===== src/rtl/ym_timer_bank.sv =====
// ym_timer_bank: multi-channel YM2610-style timer bank (prescaler + loadable counter, one-shot or
// auto-reload, sticky flags, combined active-low IRQ). Define YM_TIMER_CSM_EN to add the CSM key-on pulse.
module ym_timer_bank #(
  parameter int CHANNELS   = 2,
  parameter int CNT_WIDTH  = 10,
  parameter int PRESCALE_W = 4
) (
  input  logic                          CLK,
  input  logic                          nRESET,
  input  logic                          TICK_144,
  input  logic [CHANNELS*CNT_WIDTH-1:0] LOAD_VALUE,
  input  logic [CHANNELS-1:0]           LOAD,
  input  logic [CHANNELS-1:0]           SET_RUN,
  input  logic [CHANNELS-1:0]           CLR_RUN,
  input  logic [CHANNELS-1:0]           CLR_FLAG,
  input  logic [CHANNELS-1:0]           ONESHOT,
  input  logic [CHANNELS-1:0]           IRQ_EN,
  output logic [CHANNELS-1:0]           RUN,
  output logic [CHANNELS-1:0]           OVF,
  output logic [CHANNELS-1:0]           OVF_FLAG,
`ifdef YM_TIMER_CSM_EN
  input  logic                          CSM_MODE,
  output logic                          CSM_KEYON,
`endif
  output logic                          nIRQ
);

  localparam int SW = CNT_WIDTH + PRESCALE_W;

  logic [CHANNELS-1:0] w_wrap;

  genvar g;
  generate
    for (g = 0; g < CHANNELS; g++) begin : g_ch
      logic [SW-1:0] r_state;
      logic          r_run;
      logic          r_ovf;
      logic          r_flag;
      logic [SW-1:0] w_reload;

      // Reload value is sampled live, so a mid-count change only affects the next reload.
      assign w_reload  = {LOAD_VALUE[g*CNT_WIDTH +: CNT_WIDTH], {PRESCALE_W{1'b0}}};
      assign w_wrap[g] = TICK_144 & r_run & ~LOAD[g] & (&r_state);

      always_ff @(posedge CLK or negedge nRESET) begin
        if (!nRESET) begin
          r_state <= '0;
          r_run   <= 1'b0;
          r_ovf   <= 1'b0;
          r_flag  <= 1'b0;
        end else begin
          if (LOAD[g] || w_wrap[g]) begin
            r_state <= w_reload;
          end else if (TICK_144 && r_run) begin
            r_state <= r_state + SW'(1);
          end

          if (CLR_RUN[g]) begin
            r_run <= 1'b0;
          end else if (LOAD[g] || SET_RUN[g]) begin
            r_run <= 1'b1;
          end else if (w_wrap[g] && ONESHOT[g]) begin
            r_run <= 1'b0;
          end

          r_ovf <= w_wrap[g];

          // A new overflow beats a coincident clear so no event is lost.
          if (w_wrap[g]) begin
            r_flag <= 1'b1;
          end else if (CLR_FLAG[g]) begin
            r_flag <= 1'b0;
          end
        end
      end

      assign RUN[g]      = r_run;
      assign OVF[g]      = r_ovf;
      assign OVF_FLAG[g] = r_flag;
    end
  endgenerate

  assign nIRQ = ~|(OVF_FLAG & IRQ_EN);

`ifdef YM_TIMER_CSM_EN
  logic r_csm_keyon;

  always_ff @(posedge CLK or negedge nRESET) begin
    if (!nRESET) begin
      r_csm_keyon <= 1'b0;
    end else begin
      r_csm_keyon <= w_wrap[0] & CSM_MODE;
    end
  end

  assign CSM_KEYON = r_csm_keyon;
`endif

endmodule


===== config.mk =====
export PLATFORM = sky130hd
export DESIGN_NAME = ym_timer_bank
export DESIGN_NICKNAME = d
export VERILOG_FILES = /design/src/rtl/ym_timer_bank.sv
export SDC_FILE = /design/constraint.sdc
export NUM_CORES = 1
export LEC_CHECK = 0
export CAP_MARGIN = 20
export CORE_MARGIN = 4
export CORE_UTILIZATION = 46
export DETAILED_ROUTE_END_ITERATION = 12
export PLACE_DENSITY = 0.79
export SETUP_SLACK_MARGIN = 0.4
export SLEW_MARGIN = 20
export SYNTH_ARGS = -nofsm -noshare
export SYNTH_HDL_FRONTEND = slang
export SYNTH_SLANG_ARGS = --single-unit

===== constraint.sdc =====
create_clock -name CLK -period 2 [get_ports CLK]
set_clock_uncertainty 0.1 [all_clocks]
set_input_delay 0.2 -clock CLK [delete_from_list [all_inputs] [get_ports CLK]]
set_output_delay 0.2 -clock CLK [all_outputs]
set_load 0.02 [all_outputs]

==> results of run 1 <==
[logic make-up (layout without fill, tap and decap cells)]
logic type	count (synthesis)	count (layout)
compound gates	56	57
xor+xnor	5	5
fa+ha+maj	2	2
buf+inv	18	107
flops	34	34
mux	3	3
simple gates	117	117
[sequential cells by signal, indices dropped and copies added, names as in the netlist]
register	cells
g_ch.r_run	2
g_ch.r_flag	2
g_ch.r_ovf	2
g_ch.r_state	28
[Yosys cell counts, types with 2 or more instances]
cell type / instances / area share [%]
a31o_2: 2 / 0.87
o31ai_1: 2 / 0.74
buf_4: 7 / 2.6
nor3_1: 8 / 2.0
a211oi_1: 2 / 0.74
and4_1: 2 / 0.87
mux2i_1: 2 / 0.99
nor2_1: 26 / 4.8
o22a_2: 2 / 0.99
nand3_1: 22 / 5.4
or3_1: 2 / 0.62
xor2_1: 5 / 2.2
nor4_1: 4 / 1.2
nand4_2: 2 / 1.2
nor3b_1: 2 / 0.74
or4_1: 2 / 0.74
nand2_1: 27 / 5.0
ha_1: 2 / 1.2
buf_2: 2 / 0.50
o21ai_0: 12 / 3.0
dfrtp_1: 34 / 42
nand4_1: 5 / 1.5
o22ai_1: 3 / 0.93
and3_1: 3 / 0.93
a2bb2oi_1: 2 / 0.87
inv_1: 6 / 1.1
a221o_1: 3 / 1.5
a21oi_1: 20 / 5.0
clkbuf_1: 3 / 0.56
or2_1: 2 / 0.62
[what timing repair did]
action | in CTS | in global routing
resized for setup | 34 | 47
pin swaps | 10 | 21
endpoints found under the setup margin | 30 | 30
gates cloned | 0 | 1
setup buffers | 23 | 9
[path summary, 6_finish.rpt]
path,start,to,cells past startpoint
min in group CLK,CLR_RUN[0],g_ch[0].r_run,2
setup / recovery,g_ch[0].r_state[3],g_ch[0].r_state[12],6
setup reg to reg,g_ch[0].r_state[3],g_ch[0].r_state[12],6
hold / removal,nRESET,g_ch[0].r_state[11],2
max in group asynchronous,nRESET,g_ch[0].r_state[4],2
hold reg to reg,g_ch[1].r_flag,g_ch[1].r_flag,2
[final cells by class]
type	count	area share (%)
multi-input cells	184	42.5
clock buffers	7	2.65
well taps	50	1.92
clock inverters	1	0.153
repair buffers	93	25.7
inverters	6	0.690
flip-flops and latches	34	26.4
[per-stage QoR]
| step | hold slack [ns] | total power, mW | instance area, µm² | TNS [ns] | setup WS, ns |
|---|---|---|---|---|---|
| 6_report | 0.218 | 1.72 | 3260 | 0 | 0.246 |
| 5_1_grt | 0.269 | 1.79 | 3260 | 0 | 0.186 |
| 4_1_cts | 0.227 | 1.65 | 2990 | 0 | 0.271 |
| 3_5_place_dp | 0.412 | 1.07 | 2600 | -0.212 | -0.0717 |
| 3_3_place_gp | 0.410 | 1.06 | 2600 | -0.00296 | -0.00296 |
| 2_1_floorplan | -0.196 | 0.928 | 2050 | 0 | 0.280 |
[where the power goes]
group          switching [mW]  leakage, nW  total, mW  internal, mW
sequential             0.0647        0.415      0.803         0.738
clock                   0.248       0.0482      0.526         0.278
combinational           0.184        0.863      0.387         0.202
[layer usage]
layer  part of all wire (%)  vias to the layer above
met3                     12                       55
met4                    5.1                        0
met1                     38                     1125
met5                      0                        -
li1                       -                     1046
met2                     45                      198
==> flow_summary.json, run 1 <==
{
  "final_cell_mix": "buf_4, clkdlybuf4s50_1, dfrtp_1, nand2_1, nor2_1",
  "worstPathMaxFanout": 7,
  "portBuffers": 41,
  "hold_class": "input pin to asynchronous set/reset pin",
  "synthMuxAreaShare_pct": 1.55,
  "synth_seq_cells": 34,
  "ir_drop_mv": 0.382,
  "path_buf_inv": 1,
  "grt_pass1_wl_um": 9690,
  "syn-num-nets": 272,
  "drt_drc_violations_left": 0,
  "hpwl_um": 3810,
  "r2r_setup_slack_ns": 0.25,
  "slew_headroom_pct": 71.0,
  "fill_cells": 243,
  "rsz0062_at_grt": "true",
  "yosys.area_share.simple_pct": 30.3,
  "wl_per_cell_um": 19.4,
  "dr_total_vias": 2424,
  "gp_congestion": 0.898,
  "cap_viol_max_count": 0,
  "p_per_area_nw_per_um2": 526,
  "drive_gt1_share_pct": 38.2,
  "synthArstFlopShare_pct": 100,
  "ys_seq_area_share_pct": 42.1,
  "clk_path_buf_depth": 2,
  "slew_violations": 0,
  "drtIter0Drc": 332,
  "vias_per_cell": 6.46,
  "grtUsageMet3_pct": 5.14,
  "crit_family": "simple AND/OR/NAND/NOR gates",
  "grt_pass1_vias": 2073,
  "synth_top_family_by_area": "simple AND/OR/NAND/NOR gates",
  "critPathMaxStageDelay_ns": 0.43,
  "hold_violations": 0,
  "syn_area_um2": 2020,
  "synth_cells": 235,
  "crit_chain": "buf_4 -> and4_4 -> nand3_4 -> nor2_2 -> o21ai_1 -> a221o_1",
  "worstSetupPathType": "register to register",
  "routed_wirelength_um": 7270,
  "final.min_clock_period_ns": 1.75,
  "grt-ovfl-total": 0,
  "synth_xor_area_share_pct": 2.17,
  "die_w_um": 74.3,
  "synthAdderAreaFrac_pct": 1.24,
  "rows": 23,
  "synth-edff-count": 0,
  "die_area_um2": 5520,
  "area_growth_syn_to_layout_pct": 61.4,
  "cts_tree": "built",
  "dpl.cell_count": 334,
  "max_freq_ghz": 0.570,
  "root_buffer": "clkbuf_8",
  "setup_viol": 0,
  "final_util_pct": 79.3,
  "ios": 42,
  "leakagePower_nw": 1.33,
  "final_common_cell": "buf_4",
  "synth_compound_area_share_pct": 17.9,
  "grt_max_degree": 35,
  "synth_cell_types": 49,
  "drt_first_pass_iters": 6,
  "antenna_cells": 0,
  "regArea_um2": 861,
  "multi_input_comb_area_um2": 1390,
  "htree_levels": 2,
  "clkSlewWorstSetupHoldPaths_ns": 0.07,
  "clkLatencyLatePin_ns": 0.29,
  "status": "complete, no violations",
  "clock_sinks": 34,
  "use_met1_pct": 31.4,
  "grt_usage_pct": 23.0,
  "die_h_um": 74.3,
  "core-area_um2": 4120,
  "postRouteAntennaNets": 0,
  "stdcell_count": 375,
  "syn_avg_cell_area_um2": 8.60,
  "met2_usage_pct": 35.8,
  "cts_hold_buf": 0,
  "fin_crit_sh_pct": 87.7,
  "numCtsBuffers": 5,
  "ys_warn_count": 0,
  "ys.flop_type": "dfrtp_1",
  "cp.arrival_ns": 1.82,
  "end_kind": "register",
  "grt.busiest_layer": "met2",
  "crit_required_ns": 2.07,
  "tightest_slew_ns": 0.435,
  "layout.nets": 361,
  "cpMaxStageDelayCell": "dfrtp_1",
  "critPathLaunchType": "register",
  "antenna_found_initial": 0,
  "initial_core_util_pct": 49.1
}
Note: power is estimated with default switching activity, not from simulation.
==> inputs of run 2 (changes only) <==
--- a/config.mk
+++ b/config.mk
@@ -8,6 +8,7 @@
 export CAP_MARGIN = 20
 export CORE_MARGIN = 4
 export CORE_UTILIZATION = 46
+export CTS_CLUSTER_SIZE = 40
 export DETAILED_ROUTE_END_ITERATION = 12
 export PLACE_DENSITY = 0.79
 export SETUP_SLACK_MARGIN = 0.4
==> results of run 2 <==
Same layout as run 1: the final DEF is identical, and so are final timing and power.
==> inputs of run 3 (changes only) <==
--- a/config.mk
+++ b/config.mk
@@ -5,7 +5,7 @@
 export SDC_FILE = /design/constraint.sdc
 export NUM_CORES = 1
 export LEC_CHECK = 0
-export CAP_MARGIN = 20
+export CAP_MARGIN = 5
 export CORE_MARGIN = 4
 export CORE_UTILIZATION = 46
 export CTS_CLUSTER_SIZE = 40
==> results of run 3 <==
Same layout as run 1: the final DEF is identical, and so are final timing and power.
